==> src/rtl/cpu_hazard_pkg.sv <==
// Shared encodings for the decoder's hazard optype and the ID-stage forward selects.
// Both sets of codes are also used by the decoder and the ID-stage operand muxes.
package cpu_hazard_pkg;

    typedef enum logic [1:0] {
        NO_HAZ  = 2'b00,
        ALU_HAZ = 2'b01,
        LD_HAZ  = 2'b10,
        SD_HAZ  = 2'b11
    } hazard_optype_e;

    typedef enum logic [1:0] {
        FWD_REG     = 2'd0,
        FWD_EXE_ALU = 2'd1,
        FWD_MEM_ALU = 2'd2,
        FWD_MEM_LD  = 2'd3
    } fwd_sel_e;

    // Only ALU and load instructions write a register, and x0 is never a producer.
    function automatic logic writes_rd(input logic [1:0] optype, input logic rd_nonzero);
        return rd_nonzero && (optype == ALU_HAZ || optype == LD_HAZ);
    endfunction

endpackage

==> src/rtl/hazard_track_slot.sv <==
// One pipeline tracker slot: holds {optype, rd, rs2} of the instruction in a stage.
// Asserting bubble loads an all-zero entry instead of the incoming one.
module hazard_track_slot #(
    parameter int unsigned REG_AW = 5
) (
    input  logic              clk,
    input  logic              rst_n,
    input  logic              bubble,
    input  logic [1:0]        optype_in,
    input  logic [REG_AW-1:0] rd_in,
    input  logic [REG_AW-1:0] rs2_in,
    output logic [1:0]        optype,
    output logic [REG_AW-1:0] rd,
    output logic [REG_AW-1:0] rs2
);

    always_ff @(posedge clk or negedge rst_n) begin
        if (!rst_n) begin
            optype <= '0;
            rd     <= '0;
            rs2    <= '0;
        end else if (bubble) begin
            optype <= '0;
            rd     <= '0;
            rs2    <= '0;
        end else begin
            optype <= optype_in;
            rd     <= rd_in;
            rs2    <= rs2_in;
        end
    end

endmodule

==> src/rtl/hazard_detection_unit.sv <==
// ID-stage hazard unit: tracks EXE/MEM/WB producers and drives operand forwarding,
// store-data forwarding, load-use stall and branch flush controls.
module hazard_detection_unit
    import cpu_hazard_pkg::*;
#(
    parameter int unsigned REG_AW = 5
) (
    input  logic              clk,
    input  logic              rst_n,
    input  logic [REG_AW-1:0] rs1_addr_ID,
    input  logic [REG_AW-1:0] rs2_addr_ID,
    input  logic [REG_AW-1:0] rd_addr_ID,
    input  logic              rs1use_ID,
    input  logic              rs2use_ID,
    input  logic [1:0]        hazard_optype_ID,
    input  logic              Branch_ID,
    output logic [1:0]        forward_ctrl_A,
    output logic [1:0]        forward_ctrl_B,
    output logic              forward_ctrl_ls,
    output logic              PC_EN_IF,
    output logic              reg_FD_EN,
    output logic              reg_FD_flush,
    output logic              reg_DE_flush
);

    logic [1:0]        exe_op, mem_op, wb_op;
    logic [REG_AW-1:0] exe_rd, mem_rd, wb_rd;
    logic [REG_AW-1:0] exe_rs2, mem_rs2, unused_wb_rs2;
    logic              stall;

    hazard_track_slot #(.REG_AW(REG_AW)) u_slot_exe (
        .clk       (clk),
        .rst_n     (rst_n),
        .bubble    (stall),
        .optype_in (hazard_optype_ID),
        .rd_in     (rd_addr_ID),
        .rs2_in    (rs2_addr_ID),
        .optype    (exe_op),
        .rd        (exe_rd),
        .rs2       (exe_rs2)
    );

    hazard_track_slot #(.REG_AW(REG_AW)) u_slot_mem (
        .clk       (clk),
        .rst_n     (rst_n),
        .bubble    (1'b0),
        .optype_in (exe_op),
        .rd_in     (exe_rd),
        .rs2_in    (exe_rs2),
        .optype    (mem_op),
        .rd        (mem_rd),
        .rs2       (mem_rs2)
    );

    hazard_track_slot #(.REG_AW(REG_AW)) u_slot_wb (
        .clk       (clk),
        .rst_n     (rst_n),
        .bubble    (1'b0),
        .optype_in (mem_op),
        .rd_in     (mem_rd),
        .rs2_in    (mem_rs2),
        .optype    (wb_op),
        .rd        (wb_rd),
        .rs2       (unused_wb_rs2)
    );

    // EXE is checked first so the youngest producer wins; an EXE load falls through to MEM.
    function automatic logic [1:0] fwd_sel(input logic use_src, input logic [REG_AW-1:0] src);
        logic exe_hit, mem_hit;
        exe_hit = use_src && writes_rd(exe_op, exe_rd != '0) && (exe_rd == src);
        mem_hit = use_src && writes_rd(mem_op, mem_rd != '0) && (mem_rd == src);
        if (exe_hit && exe_op == ALU_HAZ) return FWD_EXE_ALU;
        if (mem_hit && mem_op == ALU_HAZ) return FWD_MEM_ALU;
        if (mem_hit && mem_op == LD_HAZ)  return FWD_MEM_LD;
        return FWD_REG;
    endfunction

    logic exe_load, rs1_match, rs2_match;

    always_comb begin
        exe_load  = (exe_op == LD_HAZ) && (exe_rd != '0);
        rs1_match = rs1use_ID && (rs1_addr_ID == exe_rd);
        rs2_match = rs2use_ID && (rs2_addr_ID == exe_rd);
        // A store only needing the load result as store data picks it up in MEM instead.
        stall = exe_load && (rs1_match || (rs2_match && hazard_optype_ID != SD_HAZ));
    end

    always_comb begin
        forward_ctrl_A  = fwd_sel(rs1use_ID, rs1_addr_ID);
        forward_ctrl_B  = fwd_sel(rs2use_ID, rs2_addr_ID);
        forward_ctrl_ls = (mem_op == SD_HAZ) && (wb_op == LD_HAZ) && (wb_rd != '0)
                          && (wb_rd == mem_rs2);
        PC_EN_IF        = ~stall;
        reg_FD_EN       = ~stall;
        reg_DE_flush    = stall;
        reg_FD_flush    = Branch_ID & ~stall;
    end

endmodule
==> config.mk <==
export PLATFORM = sky130hd
export DESIGN_NAME = hazard_detection_unit
export DESIGN_NICKNAME = d
export VERILOG_FILES = /design/src/rtl/cpu_hazard_pkg.sv /design/src/rtl/hazard_track_slot.sv /design/src/rtl/hazard_detection_unit.sv
export SDC_FILE = /design/constraint.sdc
export NUM_CORES = 1
export LEC_CHECK = 0
export ABC_AREA = 1
export BUFFER_PORTS_ARGS = -buffer_cell sky130_fd_sc_hd__clkbuf_2
export CAP_MARGIN = 15
export CORE_MARGIN = 3
export CORE_UTILIZATION = 45
export CTS_CLUSTER_DIAMETER = 50
export CTS_CLUSTER_SIZE = 30
export DETAILED_ROUTE_END_ITERATION = 8
export PLACE_DENSITY_LB_ADDON = 0.05
export SLEW_MARGIN = 20
export SYNTH_ARGS = -nofsm -noshare
export SYNTH_HDL_FRONTEND = slang
export SYNTH_SLANG_ARGS = --single-unit
==> constraint.sdc <==
create_clock -name clk -period 2.3 [get_ports clk]
set_input_delay 0.23 -clock clk [delete_from_list [all_inputs] [get_ports clk]]
set_output_delay 0.23 -clock clk [all_outputs]
set_load 0.1 [all_outputs]
# [Yosys cells after proc, flatten, opt, wreduce, memory -nomap -nowiden]
# Index checks and enable logic that the tools add are counted.
[totals] in_bits=22 out_inout_bits=9 ff_bits=31
[op_classes] n_eq_ne=14 n_reduce_logical=30 n_mux=27 bitwise_logic=2
[op_table] op="equality test 5 bit" count=7
[op_table] op="two-way mux 2 bit" count=13
[op_table] op="logical AND 1 bit" count=24
[op_table] op="nonzero test 5 bit" count=3
[op_table] op="two-way mux 1 bit" count=12
[op_table] op="two-way mux 5 bit" count=2
[op_table] op="equality test 2 bit (second input constant)" count=4
[op_table] op="equality test 2 x 1 -> 1 bit (second input constant)" count=2
[op_table] op="logical OR 1 bit" count=3
[op_table] op="!= test 2 bit (second input constant)" count=1
[op_table] op="bitwise AND 1 bit" count=1
[op_table] op="inverter 1 bit" count=1

# [Longest topological paths before layout]
[depth] depth_word=13 mapped_depth=9 mapped_depth_nobuf=9

# [By module]
# A second synthesis with hierarchy kept.
[hier_totals] cells_unflattened=239 area_unflattened_um2=1826.8
[modules_own_cells] mod="hazard_track_slot" area_per_inst_um2=401.6 cells_per_inst=37 n_inst=3
[modules_own_cells] mod="hazard_detection_unit" area_per_inst_um2=621.8 cells_per_inst=128 n_inst=1

# [Worst setup path after synthesis]
# No wires, ideal clock.
[synth_path] path_type="register -> output" start="reg u_slot_exe.optype[0]" end="out forward_ctrl_A[0]" required_time_ns=2.070 arrival_ns=2.968 path_stages_with_launch=5 path_slack_ns=-0.898 path_cell_list="dfrtp_1 inv_1 ha_1 nand3b_1 o21ai_0"
[synth_between] elab_chain_len=8
[synth_lines] item="from (decl)" line_no="hazard_track_slot.sv:12" rtl="output logic [1:0] optype,"
[synth_lines] item="from (signal assigned)" line_no="hazard_track_slot.sv:27" rtl="optype <= optype_in;"
[synth_lines] item="equality test 2 x 1 -> 1 bit or equality test 2 bit (tied branches)" line_no="cpu_hazard_pkg.sv:21, hazard_detection_unit.sv:72"
[synth_lines] item="logical OR 1 bit" line_no="cpu_hazard_pkg.sv:21" rtl="return rd_nonzero && (optype == ALU_HAZ || optype == LD_HAZ);"
[synth_lines] item="logical AND 1 bit" line_no="cpu_hazard_pkg.sv:21"
[synth_lines] item="logical AND 1 bit (2 in series)" line_no="hazard_detection_unit.sv:70" rtl="exe_hit = use_src && writes_rd(exe_op, exe_rd != '0) && (exe_rd == src);"
[synth_lines] item="logical AND 1 bit *" line_no="hazard_detection_unit.sv:72" rtl="if (exe_hit && exe_op == ALU_HAZ) return FWD_EXE_ALU;"
[synth_lines] item="two-way mux 1 bit *" line_no="hazard_detection_unit.sv:72"
[synth_lines] item="two-way mux 2 bit *" line_no="hazard_detection_unit.sv:73" rtl="if (mem_hit && mem_op == ALU_HAZ) return FWD_MEM_ALU;"
[synth_lines] item="to (decl)" line_no="hazard_detection_unit.sv:17" rtl="output logic [1:0] forward_ctrl_A,"
# Every way passes the cells marked *; elsewhere a longest branch is shown, timed or not.

# [Worst setup path after layout]
[layout_path] start="reg u_slot_exe.rd[1]" end="out reg_FD_flush"
[layout_between] elab_chain_len=7
[layout_lines] item="from (decl)" line_no="hazard_track_slot.sv:13" rtl="output logic [REG_AW-1:0] rd,"
[layout_lines] item="from (signal assigned)" line_no="hazard_track_slot.sv:28" rtl="rd <= rd_in;"
[layout_lines] item="equality test 5 bit" line_no="hazard_detection_unit.sv:83" rtl="rs2_match = rs2use_ID && (rs2_addr_ID == exe_rd);"
[layout_lines] item="logical AND 1 bit" line_no="hazard_detection_unit.sv:83"
[layout_lines] item="logical AND 1 bit" line_no="hazard_detection_unit.sv:85" rtl="stall = exe_load && (rs1_match || (rs2_match && hazard_optype_ID != SD_HAZ));"
[layout_lines] item="logical OR 1 bit" line_no="hazard_detection_unit.sv:85"
[layout_lines] item="logical AND 1 bit *" line_no="hazard_detection_unit.sv:85"
[layout_lines] item="inverter 1 bit *" line_no="hazard_detection_unit.sv:96" rtl="reg_FD_flush = Branch_ID & ~stall;"
[layout_lines] item="bitwise AND 1 bit *" line_no="hazard_detection_unit.sv:96"
[layout_lines] item="to (decl)" line_no="hazard_detection_unit.sv:22" rtl="output logic reg_FD_flush,"
# Marks and branches as above.

==> metrics.csv <==
stage;metric;value;unit
place;dp_hpwl;2477;um
power;ir_worst_vdd;0.0002767;V
cells_and_area;area_delta_synth_final;17.37;%
route;via_per_inst;4.864;
sta;finalCritPeriodShare;93.60;%
synthesis;yosysTopAreaCell;dfrtp_1;
die;fp-row-count;20;
sta;fin_skew;0.008571;ns
die;chipHeight;65.07;um
route;drtIter0Drc;28;
clocking;worstSkewPairLatency;0.33;ns
worst_setup_path;crit_arrival;1.92;ns
worst_setup_path;critPathCaptureType;output port;
sta;max_freq;464.5;MHz
synthesis;ys_warn_count;0;
cells_and_area;nets;240;
sta;rsz0062_at_grt;false;
synthesis;synth_area_leaders;dfrtp_1, nand2_1, inv_1;
route;finalWirelength;3102;um
clocking;clockRootBuffer;clkbuf_4;
die;die-area;4234;sq um
route;ant_nets;0;
place;place_inst;249;
synthesis;ys_seq_area_share;49.40;%
synthesis;postSynthCellCount;178;
place;io_buffers;30;
worst_setup_path;reg2reg_setup_slack;0.94;ns
sta;whs;0.08373;ns
synthesis;synth_area;1570;sq um
clocking;clock_sinks;31;
worst_setup_path;required;2.07;ns
grt;antenna_found_initial;0;
die;die_x;65.07;um
synthesis;synth_area_per_cell;8.822;sq um
worst_setup_path;crit_type;flop to output port;
grt;grt_overflow;0;
clocking;cts_max_level;2;
synthesis;synthesis.nets;205;
route;wire_per_inst;12.02;um
cells_and_area;final_layout_size_suffix_gt1_share;30.84;%
worst_setup_path;worstSetupStartpointType;flop;
place;place_congestion;0.8433;
cells_and_area;layout.cells.non_filler;258;
worst_setup_path;cp_max_fo;14;
sta;maxSlewHeadroom;51.46;%
clocking;post_cts_buffers;0;
grt;grt_pass1_vias;1191;
synthesis;synth_top_area_share;49.40;%
hold_path;hold_class;primary input to flop;
run_status;outcome;completed;
die;initial_core_util;49.41;%
power;report.power.total;0.001110;W
sta;tightest_slew;0.7282;ns
synthesis;synthDistinctLibCells;27;
route;drt-pass1-iter-count;4;
sta;slew_viol_final;0;
route;vias;1255;
die;io_pins;31;
cells_and_area;antennaDiodeCount;0;
cells_and_area;finish.utilization;57.99;%
grt;grt_max_degree;32;
sta;layout_setup_ws;0.1471;ns
place;place_ws;0.4271;ns
sta;hold_violations;0;
route;drc;0;
clocking;clk_pin_slew_worst_paths;0.09;ns
run;cap_violations;0;
grt;track_usage;17.51;%
synthesis;ys_ff_latch;31;
die;core;3178;sq um
clocking;cts_made_buffers;5;
grt;grt_pass1_wl;5451;um
sta;period_minus_slack;2.153;ns
clocking;clk_path_buf_depth;2;
power;leakage;0.9480;nW
clocking;cts_tree;built;
sta;setup_viol;0;
power;pwr_density_cell;602.5;nW/um^2
## through the flow
step                      cell area [sq um]  setup TNS (ns)
after floorplan                        1585         -0.1707
after global placement                 1754               0
after detailed placement               1754               0
after CTS                              1833               0
after global routing                   1843               0
final                                  1843               0
## cell type report
| cell class | count | area [sq um] |
|---|---|---|
| Clock buffer | 8 | 68.82 |
| Fill cell | 319 | 1335 |
| Inverter | 33 | 127.6 |
| Multi-Input combinational cell | 111 | 643.1 |
| Sequential cell | 31 | 775.7 |
| Tap cell | 44 | 55.05 |
| Timing Repair Buffer | 31 | 172.7 |
## kinds of logic after synthesis
logic type               count (synthesis)  share of synthesized area [%]
AND/OR/NAND/NOR                         73                          21.43
XOR/XNOR                                 6                          3.347
adder cells (fa/ha/maj)                  5                          3.984
flip-flops                              31                          49.40
buffers and inverters                   36                          10.36
AO/OA/AOI/OAI                           27                          11.47
## Yosys cell counts, drive strengths merged
cell type,number
nor4,1
o22ai,2
a21oi,15
nor2,23
buf,3
nand2,32
ha,5
nand3b,1
dfrtp,31
inv,33
nand3,8
or2,2
o21ai,8
xor2,6
o211ai,1
nor3,3
nand4,3
o21bai,1
## power breakdown
| group | total, W | switching (W) | internal [W] |
|---|---|---|---|
| Sequential | 0.000598 | 0.0000237 | 0.000575 |
| Clock | 0.000352 | 0.000173 | 0.000180 |
| Combinational | 0.000160 | 0.000104 | 0.0000554 |
## path summary, 6_finish.rpt
check,from,endpoint,depth (start not counted)
min in group asynchronous,rst_n,u_slot_mem.rd[0]$_DFF_PN0_,2
min,rd_addr_ID[4],u_slot_exe.rd[4]$_DFF_PN0_,3
max reg2reg,u_slot_exe.rd[2]$_DFF_PN0_,u_slot_exe.rs2[4]$_DFF_PN0_,6
max,u_slot_exe.rd[1]$_DFF_PN0_,reg_FD_flush,6
min reg2reg,u_slot_exe.rs2[0]$_DFF_PN0_,u_slot_mem.rs2[0]$_DFF_PN0_,0
max in group asynchronous,rst_n,u_slot_mem.rs2[3]$_DFF_PN0_,2
## critical path, stage by stage (launching register included)
cell and delay, ns:
dfrtp_1 0.44, nor3_1 0.20, nand3_1 0.12, nand2_1 0.09
inv_2 0.14, a21oi_2 0.16, buf_2 0.43
## cells in the final DEF (no fill, tap or decap), types with 2 or more instances in the layout
master	Yosys	layout
nor3_1	2	2
or2_2	2	2
nor2_2	1	3
o22ai_1	2	2
dfrtp_1	31	31
nor2_1	22	20
clkbuf_8	0	2
a21oi_2	10	10
ha_1	5	5
nand3_1	5	5
nand4_1	3	3
xor2_1	6	6
nand2_1	31	30
a21oi_1	5	5
nand3_2	3	3
inv_1	27	26
inv_2	6	6
clkbuf_2	0	22
clkbuf_4	0	9
buf_2	0	3
o21ai_0	7	5
o21ai_1	1	2
## per-layer routing
| layer | share of wire [%] | routed length, um | up-vias | track usage (%) |
|---|---|---|---|---|
| li1 | - | - | 628 | - |
| met1 | 43 | 1326 | 592 | 21.78 |
| met2 | 51 | 1578 | 29 | 29.25 |
| met3 | 4.9 | 151 | 6 | 5.199 |
| met4 | 1.4 | 44 | 0 | 5.440 |
| met5 | 0 | 0 | - | 0 |
## what timing repair did
action	CTS	global route
hold buffers	1	0
setup endpoints to repair	0	7
resized for setup	0	11
endpoints found under the hold margin	31	0
## sequential cells by signal, indices dropped and copies added, names as in the netlist
register,cells
u_slot_mem.rd,5
u_slot_wb.rd,5
u_slot_exe.rs2,5
u_slot_exe.optype,2
u_slot_wb.optype,2
u_slot_exe.rd,5
u_slot_mem.rs2,5
u_slot_mem.optype,2
(Power assumes the default switching activity.)
